File: config.mk
export PLATFORM = sky130hd
export DESIGN_NAME = uvmt_reset_st_rst_shaper
export DESIGN_NICKNAME = d
export VERILOG_FILES = /design/src/rtl/uvmt_reset_st_rst_shaper.sv
export SDC_FILE = /design/constraint.sdc
export NUM_CORES = 1
export LEC_CHECK = 0
export BUFFER_PORTS_ARGS = -buffer_cell sky130_fd_sc_hd__buf_2
export CAP_MARGIN = 10
export CORE_MARGIN = 1
export CORE_UTILIZATION = 50
export CTS_CLUSTER_SIZE = 20
export DETAILED_ROUTE_END_ITERATION = 10
export PLACE_DENSITY = 0.71
export SLEW_MARGIN = 15
export SYNTH_ARGS = -nofsm -noshare
export SYNTH_HDL_FRONTEND = slang
export SYNTH_SLANG_ARGS = --single-unit
File: constraint.sdc
create_clock -name clk -period 3 [get_ports clk]
set_input_delay 0.3 -clock clk [delete_from_list [all_inputs] [get_ports clk]]
set_output_delay 0.3 -clock clk [all_outputs]
set_load 0.01 [all_outputs]
File: src/rtl/uvmt_reset_st_rst_shaper.sv
// Reset shaper: synchronizes and filters a raw reset request into a shaped reset.
// Glitch counting is built only when UVMT_RESET_ST_RST_SHAPER_GLITCH_CNT_EN is defined.
module uvmt_reset_st_rst_shaper #(
    parameter int FILTER_CYCLES     = 2,
    parameter int MIN_ASSERT_CYCLES = 8,
    parameter int RELEASE_DELAY     = 4
) (
    input  logic        clk,
    input  logic        reset_n,
    input  logic        rst_req_n,
    input  logic        cnt_clr,
    output logic        rst_out_n,
    output logic        rst_active,
    output logic [15:0] pulse_count,
    output logic [7:0]  glitch_count
);

    typedef enum logic [1:0] {
        IDLE    = 2'd0,
        FILTER  = 2'd1,
        ASSERT  = 2'd2,
        RELEASE = 2'd3
    } state_t;

    // A FILTER_CYCLES of 1 would otherwise never match; >= keeps FILTER exitable.
    localparam logic [15:0] FILT_LAST = 16'(FILTER_CYCLES - 1);
    localparam logic [15:0] MIN_ASRT  = 16'(MIN_ASSERT_CYCLES);
    localparam logic [15:0] REL_DLY   = 16'(RELEASE_DELAY);

    logic        req_m;
    logic        req_s;
    state_t      state;
    state_t      state_n;
    logic [15:0] cnt;
    logic [15:0] cnt_n;
    logic        pulse_inc;
    logic [15:0] pulse_base;
`ifdef UVMT_RESET_ST_RST_SHAPER_GLITCH_CNT_EN
    logic        glitch_inc;
    logic [7:0]  glitch_base;
`endif

    // Two-flop synchronizer; idles high so a reset never looks like a request.
    always_ff @(posedge clk) begin
        if (!reset_n) begin
            req_m <= 1'b1;
            req_s <= 1'b1;
        end else begin
            req_m <= rst_req_n;
            req_s <= req_m;
        end
    end

    // Next-state and cycle-counter logic for the shaping FSM.
    always_comb begin
        state_n   = state;
        cnt_n     = cnt;
        pulse_inc = 1'b0;
`ifdef UVMT_RESET_ST_RST_SHAPER_GLITCH_CNT_EN
        glitch_inc = 1'b0;
`endif
        unique case (state)
            IDLE: begin
                if (!req_s) begin
                    state_n = FILTER;
                    cnt_n   = 16'd1;
                end
            end
            FILTER: begin
                if (req_s) begin
                    state_n = IDLE;
`ifdef UVMT_RESET_ST_RST_SHAPER_GLITCH_CNT_EN
                    glitch_inc = 1'b1;
`endif
                end else if (cnt >= FILT_LAST) begin
                    state_n   = ASSERT;
                    cnt_n     = 16'd1;
                    pulse_inc = 1'b1;
                end else begin
                    cnt_n = cnt + 16'd1;
                end
            end
            ASSERT: begin
                if (cnt >= MIN_ASRT && req_s) begin
                    state_n = RELEASE;
                    cnt_n   = 16'd1;
                end else if (cnt != 16'hFFFF) begin
                    cnt_n = cnt + 16'd1;
                end
            end
            RELEASE: begin
                if (!req_s) begin
                    state_n = ASSERT;
                    cnt_n   = 16'd1;
                end else if (cnt >= REL_DLY) begin
                    state_n = IDLE;
                end else begin
                    cnt_n = cnt + 16'd1;
                end
            end
            default: begin
                state_n = IDLE;
                cnt_n   = 16'd0;
            end
        endcase
    end

    // FSM state and counter registers; reset parks in RELEASE to hold reset out.
    always_ff @(posedge clk) begin
        if (!reset_n) begin
            state <= RELEASE;
            cnt   <= 16'd0;
        end else begin
            state <= state_n;
            cnt   <= cnt_n;
        end
    end

    // Registered outputs decoded from the next state.
    always_ff @(posedge clk) begin
        if (!reset_n) begin
            rst_out_n  <= 1'b0;
            rst_active <= 1'b1;
        end else begin
            rst_out_n  <= !(state_n == ASSERT || state_n == RELEASE);
            rst_active <= (state_n != IDLE);
        end
    end

    assign pulse_base = cnt_clr ? 16'd0 : pulse_count;

    // Accepted-pulse counter: clear applies before increment, wraps naturally.
    always_ff @(posedge clk) begin
        if (!reset_n) begin
            pulse_count <= 16'd0;
        end else begin
            pulse_count <= pulse_base + {15'd0, pulse_inc};
        end
    end

`ifdef UVMT_RESET_ST_RST_SHAPER_GLITCH_CNT_EN
    assign glitch_base = cnt_clr ? 8'd0 : glitch_count;

    // Rejected-pulse counter: clear first, then saturating increment.
    always_ff @(posedge clk) begin
        if (!reset_n) begin
            glitch_count <= 8'd0;
        end else if (glitch_inc && glitch_base != 8'hFF) begin
            glitch_count <= glitch_base + 8'd1;
        end else begin
            glitch_count <= glitch_base;
        end
    end
`else
    assign glitch_count = 8'd0;
`endif

endmodule

==> results.toml <==
[placed_design]
portBuffers = 21
globalplace.congestion = 0.778
hpwl_mm = 3.01

[sta]
finalSetupTns_ns = 0
rsz0062_at_grt = "false"
worst_slew_pin_slew_ns = 0.714
max_freq_ghz = 0.419
finalHoldViolCount = 0
min_period_ns = 2.39
min_period_over_period_pct = 79.6
slew_violations = 0
setup_violations = 0
slew_headroom_pct = 51.9
skew_ns = 0.00547

[synthesis]
ys_types = 49
yosysWarnings = 0
synth-seq-cells = 38
synth_ff_type = "dfxtp_1"
synthAdderAreaFrac_pct = 3.35
yosys-mux-area-fraction_pct = 0.892
synth-edff-count = 0
synth-compound-area-share_pct = 18.5
synthXorXnorAreaFrac_pct = 5.47
syn_area_per_cell_um2 = 9.12
synthesis.area_mm2 = 0.00224
syn_inst = 246
synth-simple-area-share_pct = 28.3
synth_top_family_by_area = "simple AND/OR/NAND/NOR gates"
ys_seq_area_share_pct = 33.9
async_flop_share_pct = 0

[clock_network]
clkTransAtPathRegs_ns = 0.08
cts_resized = 0
cts_max_level = 2
cts_hold_buf = 0
root_buffer = "clkbuf_8"
cts_setup_buffers = 0
insertion_delay_ns = 0.30
cts_tree = "built"
cts.path.max_buffers = 2
numClockSinks = 38
cts_buffers = 5

[floorplanning]
ios = 30
die_w_um = 69.0
rows = 23
die_h_um = 69.0
initial_core_util_pct = 54.1
core-area_mm2 = 0.00414
die_area_mm2 = 0.00476

[final_layout]
utilization_pct = 58.2
fin_nets = 274
n_antenna_cell = 0
area_growth_pct = 7.47
layout-drive-gt1-share_pct = 20.4
fillerInstances = 396
final_common_cell = "dfxtp_1"
most-common-layout-cells = "38 x dfxtp_1, 21 x buf_2, 19 x inv_1"

[power_and_ir_drop]
ir_drop_v = 0.000342
total_leakage_power_uw = 0.000855
power_uw = 1260
powerDensity_mw_per_mm2 = 521

[routing]
drc = 0
via_per_inst = 5.69
routed-via-count = 1793
drt-total-wl_mm = 4.23
routedWlPerCell_um = 13.4
ant_nets = 0
drt-pass1-iter-count = 4
drt_iter0_markers = 73

[flow_run]
max_cap_violations = 0

[worst_setup_path]
crit_arrival_ns = 2.57
critPathMaxFanout = 7
worstSetupEndpointType = "flip-flop"
crit_required_ns = 3.18
startpoint_type = "flip-flop"
critical_path_class = "flip-flop to flip-flop"
r2r_cells = 10
r2r_setup_slack_ns = 0.61

[hold_path]
hold-path-cell-count = 2
hold_path_class = "input port to flip-flop"

[global_route]
grt_pass1_wl_mm = 6.87
grtUsageTotal_pct = 19.8
grt_overflow = 0
grt_max_degree = 23
first_global_vias = 1520
antenna_found_initial = 0

[status]
status = "finished, final reports clean"
==> synthesized netlist by cell type (5+ instances only) <==
cell      instances  area (µm²)
dfxtp_1          38         761
inv_1            19        71.3
nor2_1           18        67.6
nand3_1          14        70.1
nand2_1          13        48.8
nand2b_1         12        75.1
nand4_1          11        68.8
a311oi_1         10        87.6
o22ai_2          10         125
xor2_1            9        78.8
buf_4             8        60.1
nor2b_1           7        43.8
ha_1              6        75.1
o21ai_1           5        25.0
xnor2_1           5        43.8
==> per-stage QoR <==
step	instance area (µm²)	setup WS, ns	std cells	hold slack, ns
floorplan	2270	0.765	253	0.386
CTS	2410	0.610	315	0.203
detailed placement	2320	0.621	307	0.425
global route	2410	0.413	315	0.227
finish	2410	0.612	315	0.216
global placement	2320	0.661	307	0.391
==> kinds of logic after synthesis <==
group	count (synthesis)
AOI/OAI and AO/OA	42
xor gates and xnor gates	14
adders and majority gates	6
buffers and inverters	39
DFF	38
muxes	2
other	1
and+or+nand+nor	104
==> power by group <==
group	total [µW]	internal, µW	switching [µW]
registers	572	536	36.3
clock network	376	185	192
logic	308	116	192
==> final timing paths <==
path | from | endpoint
max reg2reg | cnt[12] | pulse_count[12]
max | cnt[12] | pulse_count[12]
min | rst_req_n | req_m
min reg2reg | req_m | req_s
==> final cells by class <==
cell class / instances / area (µm²) / area share (%)
well taps: 50 / 62.6 / 2.59
inverters: 20 / 75.1 / 3.11
repair buffers: 23 / 120 / 4.98
clock inverters: 2 / 12.5 / 0.519
flip-flops and latches: 38 / 761 / 31.6
clock buffers: 6 / 82.6 / 3.43
multi-input cells: 176 / 1300 / 53.8
==> worst max-delay path, cell delays in order, from the launching register on <==
cell and delay, ns:
dfxtp_1 0.36, nor4_4 0.37, nand4_4 0.22, o21ai_0 0.26, nor3_1 0.08, ha_1 0.22
ha_1 0.23, and4_1 0.22, nand4_1 0.11, xor2_1 0.15, nor2_1 0.05
==> sequential cells by signal, summed over array words and instances, names as in the netlist <==
name / flops
state: 2
req_s: 1
rst_out_n: 1
req_m: 1
rst_active: 1
pulse_count: 16
cnt: 16
==> metal layers <==
layer  wire length, µm  share of wire [%]  up-vias  track usage [%]
li1                  -                  -      891                -
met1              1980                 47      850             24.8
met2              2000                 47       43             31.2
met3               156                3.7        9             3.95
met4               102                2.4        0             11.5
met5                 0                  0        -                0
(Power assumes the default switching activity.)
